`config.mk`:
```
export PLATFORM = sky130hd
export DESIGN_NAME = sub_operand_loader
export DESIGN_NICKNAME = d
export VERILOG_FILES = /design/src/rtl/sub_loader_pkg.sv /design/src/rtl/button_debouncer.sv /design/src/rtl/sub_operand_loader.sv
export SDC_FILE = /design/constraint.sdc
export NUM_CORES = 1
export LEC_CHECK = 0
export BUFFER_PORTS_ARGS = -buffer_cell sky130_fd_sc_hd__clkbuf_2
export CAP_MARGIN = 30
export CELL_PAD_IN_SITES_DETAIL_PLACEMENT = 1
export CELL_PAD_IN_SITES_GLOBAL_PLACEMENT = 1
export CORE_MARGIN = 2
export CORE_UTILIZATION = 32
export DETAILED_ROUTE_END_ITERATION = 16
export MAX_ROUTING_LAYER = met4
export PLACE_DENSITY_LB_ADDON = 0.1
export REMOVE_ABC_BUFFERS = 1
export SLEW_MARGIN = 20
export SYNTH_ARGS = -nofsm -noshare
export SYNTH_HDL_FRONTEND = slang
export SYNTH_SLANG_ARGS = --single-unit
```
`constraint.sdc`:
```
create_clock -name clk -period 3.2 [get_ports clk]
set_input_delay 0.64 -clock clk [delete_from_list [all_inputs] [get_ports clk]]
set_output_delay 0.64 -clock clk [all_outputs]
set_load 0.05 [all_outputs]
```
`src/rtl/sub_loader_pkg.sv`:
```
// Shared types and constants for the subtractor operand loader.
package sub_loader_pkg;

    // FSM encoding; it also drives the state LEDs, so the values are fixed.
    typedef enum logic [1:0] {
        LOAD_A = 2'd0,
        LOAD_B = 2'd1,
        VALID  = 2'd2
    } loader_state_t;

    // Flops in the metastability synchroniser on each raw button.
    localparam int SYNC_STAGES = 2;

endpackage

```
`src/rtl/button_debouncer.sv`:
```
// Button conditioning: synchroniser, stability counter, rising-edge pulse.
module button_debouncer
    import sub_loader_pkg::*;
#(
    parameter int DEBOUNCE_CYCLES = 16
) (
    input  logic clk,
    input  logic rst_n,
    input  logic btn_raw,
    output logic press_pulse
);

    localparam int CW = (DEBOUNCE_CYCLES > 2) ? $clog2(DEBOUNCE_CYCLES) : 1;
    localparam logic [CW-1:0] CNT_MAX = CW'(DEBOUNCE_CYCLES - 1);

    logic [SYNC_STAGES-1:0] sync;
    logic                   synced;
    logic [CW-1:0]          cnt;
    logic                   deb;
    logic                   deb_q;

    assign synced = sync[SYNC_STAGES-1];

    // Synchronise, accept a level only after it has been stable long enough,
    // then emit one pulse per accepted press (releases are silent).
    always_ff @(posedge clk) begin
        if (!rst_n) begin
            sync        <= '0;
            cnt         <= '0;
            deb         <= 1'b0;
            deb_q       <= 1'b0;
            press_pulse <= 1'b0;
        end else begin
            sync        <= {sync[SYNC_STAGES-2:0], btn_raw};
            deb_q       <= deb;
            press_pulse <= deb & ~deb_q;
            if (synced == deb) begin
                cnt <= '0;
            end else if (cnt == CNT_MAX) begin
                deb <= synced;
                cnt <= '0;
            end else begin
                cnt <= cnt + 1'b1;
            end
        end
    end

endmodule

```
`src/rtl/sub_operand_loader.sv`:
```
// Operand capture stage: loads A then B from the switches on debounced
// presses and holds them valid until the subtractor stage accepts them.
module sub_operand_loader
    import sub_loader_pkg::*;
#(
    parameter int WIDTH           = 4,
    parameter int DEBOUNCE_CYCLES = 16
) (
    input  logic             clk,
    input  logic             rst_n,
    input  logic [WIDTH-1:0] sw_data,
    input  logic             btn_load,
    input  logic             btn_clear,
    input  logic             operands_ready,
    output logic [WIDTH-1:0] op_a,
    output logic [WIDTH-1:0] op_b,
    output logic             operands_valid,
    output logic [1:0]       state_dbg
);

    loader_state_t state;
    logic          load_pulse;
    logic          clear_pulse;

    button_debouncer #(.DEBOUNCE_CYCLES(DEBOUNCE_CYCLES)) u_load_db (
        .clk         (clk),
        .rst_n       (rst_n),
        .btn_raw     (btn_load),
        .press_pulse (load_pulse)
    );

    button_debouncer #(.DEBOUNCE_CYCLES(DEBOUNCE_CYCLES)) u_clear_db (
        .clk         (clk),
        .rst_n       (rst_n),
        .btn_raw     (btn_clear),
        .press_pulse (clear_pulse)
    );

    assign state_dbg = state;

    // Load sequencing; clear wins over everything, accept wins over a load in VALID.
    always_ff @(posedge clk) begin
        if (!rst_n || clear_pulse) begin
            state          <= LOAD_A;
            op_a           <= '0;
            op_b           <= '0;
            operands_valid <= 1'b0;
        end else begin
            case (state)
                LOAD_A: begin
                    if (load_pulse) begin
                        op_a  <= sw_data;
                        state <= LOAD_B;
                    end
                end
                LOAD_B: begin
                    if (load_pulse) begin
                        op_b           <= sw_data;
                        state          <= VALID;
                        operands_valid <= 1'b1;
                    end
                end
                VALID: begin
                    if (operands_ready) begin
                        state          <= LOAD_A;
                        operands_valid <= 1'b0;
                    end
                end
                default: begin
                    state          <= LOAD_A;
                    operands_valid <= 1'b0;
                end
            endcase
        end
    end

endmodule

```
==> out/metrics.yaml <==
tightest_slew_ns: 0.393
io_buffers: 19
area.growth.synth_to_final_pct: 20.4
rows: 20
cts-hold-fix-buffers: 0
finalSetupTns_ns: 0
finalClockSkew_ns: 0.00865
ys_seq_elements: 29
n_fill_cell: 361
grt_pass1_vias: 672
rsz0062_at_grt: "no"
cp-start-kind: "register"
final_hold_viol_count: 0
seqCellArea_um2: 581
tritoncts: "built"
synth_warnings: 0
slew_headroom_pct: 73.8
leakage_uw: 0.000580
hpwl_um: 1280
ys_types: 20
critPathCaptureType: "output pin"
path_buf_inv: 1
die_w_um: 60.3
drc: 0
dp.cells: 155
grtUsageTotal_pct: 11.1
grt_pass1_wl_um: 2660
syn_inst: 95
met3_usage_pct: 4.48
cp_cell_sequence: "clkbuf_2"
vdd_ir_drop_max_uv: 264
status: "finished clean"
drv_slew: 0
clock_latency_ns: 0.31
cts_made_buffers: 5
synth-edff-count: 0
drive_gt1_share_pct: 24.4
crit_fanout: 6
worstSetupPathType: "reg2out"
antenna_found_initial: 0
path_clk_slew_ns: 0.09
hp-class: "reg2reg"
core_um2: 3030
mostFrequentLayoutCell: "dfxtp_1"
path_delay_family: "flip-flops"
p_comb_share_pct: 2.3
fmax_ghz: 0.566
syn_avg_cell_area_um2: 10.7
cap_violations: 0
final_nets: 129
vias: 696
drtIter0Drc: 11
top_usage_layer: "met2"
gp_congestion: 0.681
clock-sinks: 29
pwr-share-seq_pct: 58.6
firstDrtPassIters: 3
timing.final.ws_setup_ns: 1.43
grt_max_degree: 14
ys.flop_type: "dfxtp_1"
p_int_uw: 497
finalInstanceArea_um2: 1220
switching_share_pct: 20.2
fin_crit_ns: 1.77
synth_area_um2: 1020
diodes: 0
place_ws_ns: 1.76
die-height_um: 60.3
cp.arrival_ns: 1.13
p_per_area_nw_per_um2: 509
totalWireLength_um: 1630
finalCritPeriodShare_pct: 55.2
setup_viol: 0
multi_input_area_um2: 415
io_pins: 20
grt_remaining_overflow: 0
crit_slowest_cell: "dfxtp_1"
ys_seq_area_share_pct: 57.1
h-tree-depth: 2
grt_use_met1_pct: 9.80
avgRoutedWirePerCell_um: 10.0
cts_buffer_depth: 2
placed_cell_area_um2: 1150
post_cts_resized: 0
async_reset_ff_share_pct: 0
start_util_pct: 33.6
dieArea_um2: 3640
crit_required_ns: 2.56
instances_no_fill: 163
slowest_delay_ns: 0.48
switching_power_uw: 126
layout_common_cells: "dfxtp_1, clkbuf_2, nor2_1"
clkPwrFrac_pct: 39.2
post_cts_buffers: 0
met2_usage_pct: 18.3
ant_nets: 0
clk_root_buffer_cell: "clkbuf_4"
vias_per_cell: 4.27
[flip-flops by register name, summed over array words and instances (netlist names)]
| name | count |
|---|---|
| u_load_db.deb | 1 |
| op_a | 4 |
| op_b | 4 |
| u_clear_db.cnt | 4 |
| u_clear_db.sync | 2 |
| operands_valid | 1 |
| u_load_db.press_pulse | 1 |
| u_clear_db.deb_q | 1 |
| state_dbg | 2 |
| u_load_db.sync | 2 |
| u_clear_db.press_pulse | 1 |
| u_load_db.cnt | 4 |
| u_load_db.deb_q | 1 |
| u_clear_db.deb | 1 |
[per-layer routing]
layer | routed length [µm] | up-vias
li1 | - | 358
met1 | 688 | 309
met2 | 803 | 22
met3 | 98 | 7
met4 | 44 | 0
met5 | 0 | -
[metrics by stage]
step	hold slack (ns)	utilization (%)	power [µW]
after detailed placement	0.376	38.1	388
final	0.383	40.4	623
after floorplan	0.367	-	379
after CTS	0.383	40.4	640
after global placement	0.374	38.1	387
after global routing	0.393	40.4	664
[cells in the mapped netlist, types with 2 or more instances]
cell,count,area share (%)
clkbuf_1,2,0.74
and2_1,6,3.7
inv_1,2,0.74
nor2b_1,4,2.5
mux2i_1,10,9.9
a21oi_1,2,0.99
nand3_1,6,3.0
nor2_1,16,5.9
ha_1,2,2.5
xor2_1,6,5.2
dfxtp_1,29,57
and3_1,2,1.2
[final cells by class]
type | instances | share of cell area [%]
flip-flops and latches | 29 | 47.4
multi-input cells | 61 | 33.9
clock buffers | 7 | 5.32
well taps | 44 | 4.50
inverters | 2 | 0.613
repair buffers | 19 | 7.77
clock inverters | 1 | 0.409
[power by group through the flow]
stage / sequential [µW] / combinational [µW] / clock [µW]
global placement: 373 / 13.9 / 0
global route: 366 / 16.1 / 282
finish: 365 / 14.0 / 244
floorplan: 373 / 6.07 / 0
detailed placement: 374 / 14.5 / 0
CTS: 365 / 14.6 / 260
[path summary, 6_finish.rpt]
path,from,end,slack [ns],cells past startpoint
worst min register to register,u_clear_db.deb_q,u_clear_db.press_pulse,0.38,1
worst max-delay path,state_dbg[0],state_dbg[0],1.43,1
worst min-delay path,u_clear_db.deb_q,u_clear_db.press_pulse,0.38,1
worst max register to register,u_load_db.press_pulse,op_a[1],2.04,3
[cells by family (layout without fill, tap and decap cells)]
logic type / Yosys count / count (layout) / share of synthesized area (%)
adder cells (fa/ha/maj): 2 / 2 / 2.46
multiplexers: 10 / 10 / 9.85
AND/OR/NAND/NOR: 39 / 39 / 20.7
AO/OA/AOI/OAI: 3 / 3 / 1.85
XOR/XNOR: 7 / 7 / 6.03
buffers and inverters: 5 / 29 / 1.97
flip-flops: 29 / 29 / 57.1
Power figures use the tool's default switching activity.
